<file path="config.mk">
export PLATFORM = sky130hd
export DESIGN_NAME = water_tank_level_matrix_scanner
export DESIGN_NICKNAME = d
export VERILOG_FILES = /design/src/rtl/water_tank_level_matrix_scanner.sv
export SDC_FILE = /design/constraint.sdc
export NUM_CORES = 1
export LEC_CHECK = 0
export BUFFER_PORTS_ARGS = -buffer_cell sky130_fd_sc_hd__buf_2
export CAP_MARGIN = 15
export CORE_UTILIZATION = 50
export CTS_BUF_LIST = sky130_fd_sc_hd__clkbuf_8
export CTS_CLUSTER_DIAMETER = 60
export CTS_CLUSTER_SIZE = 10
export DETAILED_ROUTE_END_ITERATION = 6
export PLACE_DENSITY = 0.73
export SLEW_MARGIN = 30
export SYNTH_ARGS = -nofsm -noshare
export SYNTH_HDL_FRONTEND = slang
export SYNTH_SLANG_ARGS = --single-unit
</file>
<file path="constraint.sdc">
create_clock -name clk_i -period 1.8 [get_ports clk_i]
set_input_delay 0 -clock clk_i [delete_from_list [all_inputs] [get_ports clk_i]]
set_output_delay 0 -clock clk_i [all_outputs]
set_load 0.1 [all_outputs]
</file>
<file path="src/rtl/water_tank_level_matrix_scanner.sv">
// water_tank_level_matrix_scanner
//
// Column-scanned LED-matrix driver for the water tank level image. The tank
// level is latched once per frame. Each frame draws two wall columns plus
// interior fill bars that rise from the bottom row. When the tank is empty,
// the walls blink.
//
// Ports:
//   clk_i                system clock
//   rst_i                asynchronous active-high reset
//   enable_i             scan enable; low freezes scanning and blanks rows
//   tank_level_status_i  current level, 0 = empty, 2^LEVEL_W-1 = full
//   column_select_o      one-hot active-high column drive
//   rows_status_o        row drive, active-low (0 = LED lit), bit ROWS-1 = bottom
//   frame_start_o        one-cycle pulse when column 0 is driven
module water_tank_level_matrix_scanner #(
  parameter int unsigned COLS         = 5,
  parameter int unsigned ROWS         = 7,
  parameter int unsigned LEVEL_W      = 2,
  parameter int unsigned SCAN_DIV     = 1000,
  parameter int unsigned BLINK_FRAMES = 25
) (
  input  logic               clk_i,
  input  logic               rst_i,
  input  logic               enable_i,
  input  logic [LEVEL_W-1:0] tank_level_status_i,
  output logic [COLS-1:0]    column_select_o,
  output logic [ROWS-1:0]    rows_status_o,
  output logic               frame_start_o
);

  localparam int unsigned DivW     = (SCAN_DIV > 1) ? $clog2(SCAN_DIV) : 1;
  localparam int unsigned ColW     = $clog2(COLS);
  localparam int unsigned FrmW     = (BLINK_FRAMES > 1) ? $clog2(BLINK_FRAMES) : 1;
  localparam int unsigned LevelMax = (1 << LEVEL_W) - 1;

  logic [DivW-1:0]    div_q, div_d;
  logic [ColW-1:0]    col_q, col_d;
  logic [FrmW-1:0]    frm_q, frm_d;
  logic               blink_q, blink_d;
  logic [LEVEL_W-1:0] level_q, level_d;
  logic [COLS-1:0]    sel_q, sel_d;
  logic [ROWS-1:0]    rows_q, rows_d;
  logic               fs_q, fs_d;

  // Active-low row image for one column.
  function automatic logic [ROWS-1:0] col_image(input logic [ColW-1:0]    col,
                                                input logic [LEVEL_W-1:0] level,
                                                input logic               blink);
    int unsigned     fill;
    logic [ROWS-1:0] img;
    img  = '1;
    fill = 0;
    if (col == '0 || col == ColW'(COLS - 1)) begin
      img = (level == '0 && blink) ? '1 : '0;
    end else begin
      if (level != '0) begin
        fill = (32'(level) * ROWS) / LevelMax;
        // Any non-empty level shows at least one row.
        if (fill == 0) fill = 1;
      end
      for (int unsigned r = 0; r < ROWS; r++) begin
        if (r >= ROWS - fill) img[r] = 1'b0;
      end
    end
    return img;
  endfunction

  always_comb begin
    div_d   = div_q;
    col_d   = col_q;
    frm_d   = frm_q;
    blink_d = blink_q;
    level_d = level_q;
    sel_d   = sel_q;
    rows_d  = rows_q;
    fs_d    = 1'b0;
    if (!enable_i) begin
      rows_d = '1;
    end else if (div_q == DivW'(SCAN_DIV - 1)) begin
      div_d = '0;
      col_d = (col_q == ColW'(COLS - 1)) ? '0 : col_q + ColW'(1);
      if (col_d == '0) begin
        // Frame boundary: latch the level so a frame never mixes two levels.
        level_d = tank_level_status_i;
        fs_d    = 1'b1;
        if (frm_q == FrmW'(BLINK_FRAMES - 1)) begin
          frm_d   = '0;
          blink_d = ~blink_q;
        end else begin
          frm_d = frm_q + FrmW'(1);
        end
      end
      sel_d  = COLS'(1) << col_d;
      rows_d = col_image(col_d, level_d, blink_d);
    end else begin
      div_d = div_q + DivW'(1);
    end
  end

  always_ff @(posedge clk_i or posedge rst_i) begin
    if (rst_i) begin
      div_q   <= '0;
      col_q   <= ColW'(COLS - 1);
      frm_q   <= '0;
      blink_q <= 1'b0;
      level_q <= '0;
      sel_q   <= '0;
      rows_q  <= '1;
      fs_q    <= 1'b0;
    end else begin
      div_q   <= div_d;
      col_q   <= col_d;
      frm_q   <= frm_d;
      blink_q <= blink_d;
      level_q <= level_d;
      sel_q   <= sel_d;
      rows_q  <= rows_d;
      fs_q    <= fs_d;
    end
  end

  assign column_select_o = sel_q;
  assign rows_status_o   = rows_q;
  assign frame_start_o   = fs_q;

endmodule

</file>
After elaboration in Yosys (flattened, before gate mapping)

Cells that the tools add are included.

Bits in registers: 34
Input bits: 5
Output and inout port bits: 13
Word-level logic and storage cells: 65

Add/sub/neg operators: 4
$mul: 1
Divide/modulo/power cells: 1
Order comparisons: 7
Equality and inequality tests: 5
Shifts and indexed selects: 1
Mux-type cells: 29
Bitwise logic cells: 1
Reductions and logical operators: 8

Operators by type and width:

| cell                                                                                 | count |
|---|---|
| 32-bit two-way mux                                                                   | 5 |
| 3-bit by 32-bit greater-or-equal comparator with 1-bit output (first input constant) | 3 |
| 1-bit by 32-bit greater-or-equal comparator with 1-bit output (first input constant) | 2 |
| 2-bit by 32-bit greater-or-equal comparator with 1-bit output (first input constant) | 2 |
| 5-bit by 2-bit divider with 32-bit output (second input constant)                    | 1 |
| 32-bit zero test                                                                     | 1 |
| 3-bit by 32-bit subtractor with 32-bit output (first input constant)                 | 1 |
| 7-bit two-way mux                                                                    | 4 |
| 1-bit two-way mux                                                                    | 14 |
| 10-bit by 1-bit adder with 10-bit output (second input constant)                     | 1 |
| 10-bit == test (second input constant)                                               | 1 |
| 10-bit two-way mux                                                                   | 1 |
| 3-bit == test (second input constant)                                                | 2 |
| 2-bit two-way mux                                                                    | 3 |
| 5-bit by 1-bit adder with 5-bit output (second input constant)                       | 1 |
| 5-bit == test (second input constant)                                                | 1 |
| 2-bit by 3-bit multiplier with 5-bit output (second input constant)                  | 1 |
| 5-bit two-way mux                                                                    | 1 |
| 1-bit by 3-bit left shift with 5-bit output (first input constant)                   | 1 |
| 3-bit by 1-bit adder with 3-bit output (second input constant)                       | 1 |
| 3-bit zero test                                                                      | 1 |
| 3-bit two-way mux                                                                    | 1 |
| 3-bit AND reduction                                                                  | 1 |
| 2-bit zero test                                                                      | 1 |
| 6 further kinds                                                                      | 6 |

Longest topological paths before layout

Depth in word-level cells: 20
Depth in mapped cells: 8
Depth with buffers taken out: 7

Worst setup path after synthesis

Ideal clock, no wire load.

Kind: reg2reg
Start: register col_q[0]
End: register level_q[0]
Library setup time: 125 ps
Arrival: 1719 ps
Data required time: 1675 ps
Slack: -44 ps
Cell stages (with the launch flop): 8
Buffers on the path: 1
Clock period less this slack: 1844 ps
Cells stage by stage: dfrtp_1 -> inv_1 -> ha_1 -> and3b_1 -> a41o_1 -> nand2b_1 -> buf_6 -> mux2_4

Longest elaborated chain between the ends: 6
Elaborated cells on any way between the ends: 7
Classes of those cells: add/sub (1); eq/ne (1); mux (4); reduce/logical (1)

RTL lines:

| element                                                                 | line | text |
|---|---|---|
| start: declaration                                                      | 38   | `logic [ColW-1:0] col_q, col_d;` |
| start signal: assignment                                                | 104  | `col_q <= ColW'(COLS - 1);` |
| start signal: assignment                                                | 113  | `col_q <= col_d;` |
| 3-bit by 1-bit adder with 3-bit output or 3-bit == test (tied branches) | 82   | `col_d = (col_q == ColW'(COLS - 1)) ? '0 : col_q + ColW'(1);` |
| 3-bit two-way mux *                                                     | 82   |  |
| 3-bit zero test *                                                       | 83   | `if (col_d == '0) begin` |
| 2-bit two-way mux *                                                     | 83   |  |
| 2-bit two-way mux *                                                     | 80   | `end else if (div_q == DivW'(SCAN_DIV - 1)) begin` |
| 2-bit two-way mux *                                                     | 78   | `if (!enable_i) begin` |
| end signal: assignment                                                  | 116  | `level_q <= level_d;` |
| end: declaration                                                        | 41   | `logic [LEVEL_W-1:0] level_q, level_d;` |

Every way passes the cells marked *; elsewhere a longest branch is shown, timed or not. The select of a mux whose other input is x is not followed.
A chain may end at the register's enable or synchronous reset.

Worst setup path after layout

Start: register col_q[0]
End: register level_q[1]

The elaborated chain is that of the path after synthesis.

==> metrics.md <==
| Metric | Value |
|---|---|
| Outcome | finished with violations |
| Violated checks | design-rule violations |
| Filler Cell Count | 222 |
| Height of the die | ~58 µm |
| Simple-gate share of the synthesized area | 20.2% |
| Wire length of the first global-routing pass | around 5500 µm |
| Synthesis-stage register bit count | 30 |
| DIE WIDTH | ~58 µm |
| Element type at the critical path end | flop |
| Number of flops mapped to enable cells by yosys | 0 |
| Total clock sinks | 30 |
| Initial Util | 54.6% |
| Routability congestion estimate | 0.848 |
| Placeable core region | 2880 µm² |
| I/O pin count | 18 |
| Yosys top cell by area | dfrtp_1 |
| Per-cell routed wire length | 13.8 µm |
| Count of endpoints failing setup in the final report | 0 |
| Hold crit path type | input port to async pin |
| Category of the critical setup timing path | flop to flop |
| Area share of the largest cell type after synthesis | between 40% and 50% |
| Nets in the synthesized netlist | 164 |
| Routed length on met3 | roughly 130 µm |
| Routed wire length | 3250 µm |
| Seq/Total Area, Yosys | 48.1% |
| Via count | approximately 1200 |
| Net switching power figure | roughly 0.37 mW |
| Largest cells by area after synthesis | dfrtp_1 (41%), dfstp_2 (6.7%), ha_1 (5.6%) |
| Congestion Overflow GR | 0 |
| Synth Area in Compound Gates | 12.2% |
| Total negative slack for setup checks | 0 ns |
| Count of buffers from port buffering | 17 |
| Share of synthesized flip-flops with an asynchronous set or reset | 100% |
| Post-Synthesis Cell Area | around 1600 µm² |
| Final-report max-slew violation count | 0 |
| Worst-Margin Slew | 0.487 ns |
| Fraction of synthesized cell area in xor and xnor cells | 4.46% |
| Number of failing hold endpoints at the final stage | 0 |
| DRC violation count after routing | 3 |
| Critical path arrival | 1.94 ns |
| TritonCTS Buffers | 5 |
| Clock network fraction of design power | between 30% and 40% |
| Power density relative to cell area | 731 nW/µm² |
| Mean Syn Cell Area | 10.3 µm² |
| Die Footprint | 3370 µm² |
| Iteration-0 DRC Markers | 46 |
| Period minus WS final | 1.78 ns |
| Count of different cell masters after synthesis | between 40 and 50 |
| Clock insertion delay at the later pin of the skew report | 0.28 ns |
| M1 WL | roughly 1600 µm |
| Dominant combinational cell family by area after synthesis | simple AND/OR/NAND/NOR gates |
| Maximum number of buffers from clock root to sink | 2 |
| R2R setup slack | ~0.022 ns |
| Number of diodes | 0 |
| Worst setup SP type | flop |
| WL met2 | 1500 µm |
| Ys Warns | 0 |
| Total global-route track usage | 21.7% |
| Post-synthesis mux area share | 3.27% |
| Maximum VDD drop | 0.512 mV |
| Number of detailed-route iterations in the first pass | 6 |
| Part of the power in combinational logic | 12.6% |
| H-tree lvl count | 2 |
| Remaining number of nets flagged by the antenna check after routing | 0 |
| Max-capacitance violation count | 0 |
| Post-route cell area | 1980 µm² |
| Antenna violations before repair | 0 |
| Share of layout cells above drive strength 1 | 32.1% |
| Adder-Cell Fraction of Synth Area | 5.58% |
| Final net count | 204 |
| Share of total power in sequential cells | 53.8% |
| Biggest fanout along the worst timing path | 6 |
| TritonCTS clock tree | done |
| Internal power contribution | roughly 1.1 mW |
| Detailed-route vias per instance | about 5.3 |
| CP required | 1.96 ns |
| Cell count after synthesis | roughly 150 |
| Maximum clock skew at final layout | 0.00518 ns |
| Number of standard-cell rows in the floorplan | 19 |
| Unrepaired setup endpoints after global routing | true |
| Highest Clock Rate | 0.562 GHz |
| Total placed instance area | 1760 µm² |
| Headroom to the max-slew limit | 67.8% |
| Final period util | 98.8% |
| Largest net degree at the start of global routing | 31 |
| Clock transition at path regs | 0.06 ns |
| Synth-to-layout area growth | 26.4% |
| Placed wire-length estimate after detailed placement | 2220 µm |
| Top routing layer in use | met4 |
| Total leakage power | about 1.0 nW |
| Clock tree root driver cell | clkbuf_8 |
| Sw frac | 25.5% |
| Most common flop cell mapped by yosys | dfrtp_1 |
| Via count of the first global-routing pass | 1197 |
## critical path, stage by stage (launching register included)
cell	delay, ns
dfrtp_1	0.39
inv_2	0.07
ha_4	0.28
and3b_1	0.17
a41o_1	0.25
nand2b_2	0.17
mux2_4	0.32
## registers in the layout, summed over array words and instances, names as in the netlist
signal,count
blink_q,1
col_q,3
column_select_o,5
div_q,10
frame_start_o,1
frm_q,5
level_q,2
rows_status_o,3
## cell type report
cell class / instances / area, µm² / area share (%)
timing repair buffer: 41 / 275 / 13.9
multi-input combinational: 104 / 783 / 39.5
clock inverter: 3 / 11.3 / 0.567
clock buffer: 5 / 68.8 / 3.47
tap: 42 / 52.6 / 2.65
inverter: 10 / 37.5 / 1.89
sequential: 30 / 756 / 38.1
## path summary, 6_finish.rpt
check | start | end | cells past startpoint
worst min register to register | column_select_o[0] | column_select_o[0] | 2
worst min-delay path | rst_i | div_q[0] | 4
worst max register to register | col_q[0] | level_q[1] | 6
max in group asynchronous | rst_i | rows_status_o[2] | 4
worst max-delay path | col_q[0] | level_q[1] | 6
min in group clk_i | column_select_o[0] | column_select_o[0] | 2
## cells in the final DEF (no fill, tap or decap), types with 3 or more instances in the layout
master / Yosys / layout
mux2_4: 2 / 3
buf_4: 5 / 20
clkbuf_8: 0 / 5
nand2_1: 16 / 16
dfrtp_1: 26 / 26
nand4_1: 6 / 6
o21ai_0: 11 / 11
inv_1: 10 / 11
nor2_1: 11 / 11
ha_1: 7 / 5
dfstp_2: 4 / 4
buf_2: 2 / 17
xor2_1: 6 / 6
a21oi_1: 6 / 6
dlygate4sd3_1: 0 / 4
a32o_1: 3 / 3
## power groups by stage
stage	clock [mW]	sequential, mW	combinational [mW]
2_1_floorplan	0	0.790	0.0960
3_3_place_gp	0	0.785	0.167
3_5_place_dp	0	0.789	0.176
4_1_cts	0.500	0.779	0.182
5_1_grt	0.526	0.789	0.203
6_report	0.488	0.780	0.183
## metal layers
layer  up-vias  GRT usage [%]
li1        611              -
met1       596           28.7
met2        32           33.3
met3         9           4.91
met4         0           11.2
met5         -              0
## logic make-up after synthesis
group,after synthesis
flops,30
simple gates,55
xor+xnor,8
compound gates,30
mux,4
fa+ha+maj,7
buf+inv,18
## repair_timing
item | CTS | global route
endpoints found under the setup margin | 6 | 7
endpoints found under the hold margin | 29 | 0
buffers inserted | 2 | 5
pin swaps | 1 | 6
hold buffers | 4 | 0
resized for setup | 2 | 8
## cell usage after synthesis (all sizes together) (2+ instances only)
cell type,n
inv,10
nand4b,2
and3,2
and4,2
nor3b,2
buf,8
xor2,6
dfstp,4
o21ai,11
a21oi,6
dfrtp,26
nand3,3
a32o,3
o31ai,2
nand2b,3
nand4,6
a21o,2
nor2,12
xnor2,2
nand2,16
mux2,3
ha,7
and2,2
or3,2
## per-stage QoR
stage	setup WS [ns]	utilization, %	total power, mW	hold slack [ns]	cells
floorplan	0.0201	-	0.886	0.0878	152
global placement	0.000138	61.2	0.952	0.0833	216
detailed placement	-0.0751	61.2	0.965	0.0995	216
CTS	0.00569	65.9	1.46	0.359	230
global route	-0.0726	69.0	1.52	0.381	235
finish	0.0218	69.0	1.45	0.343	235
Note: power is estimated with default switching activity, not from simulation.
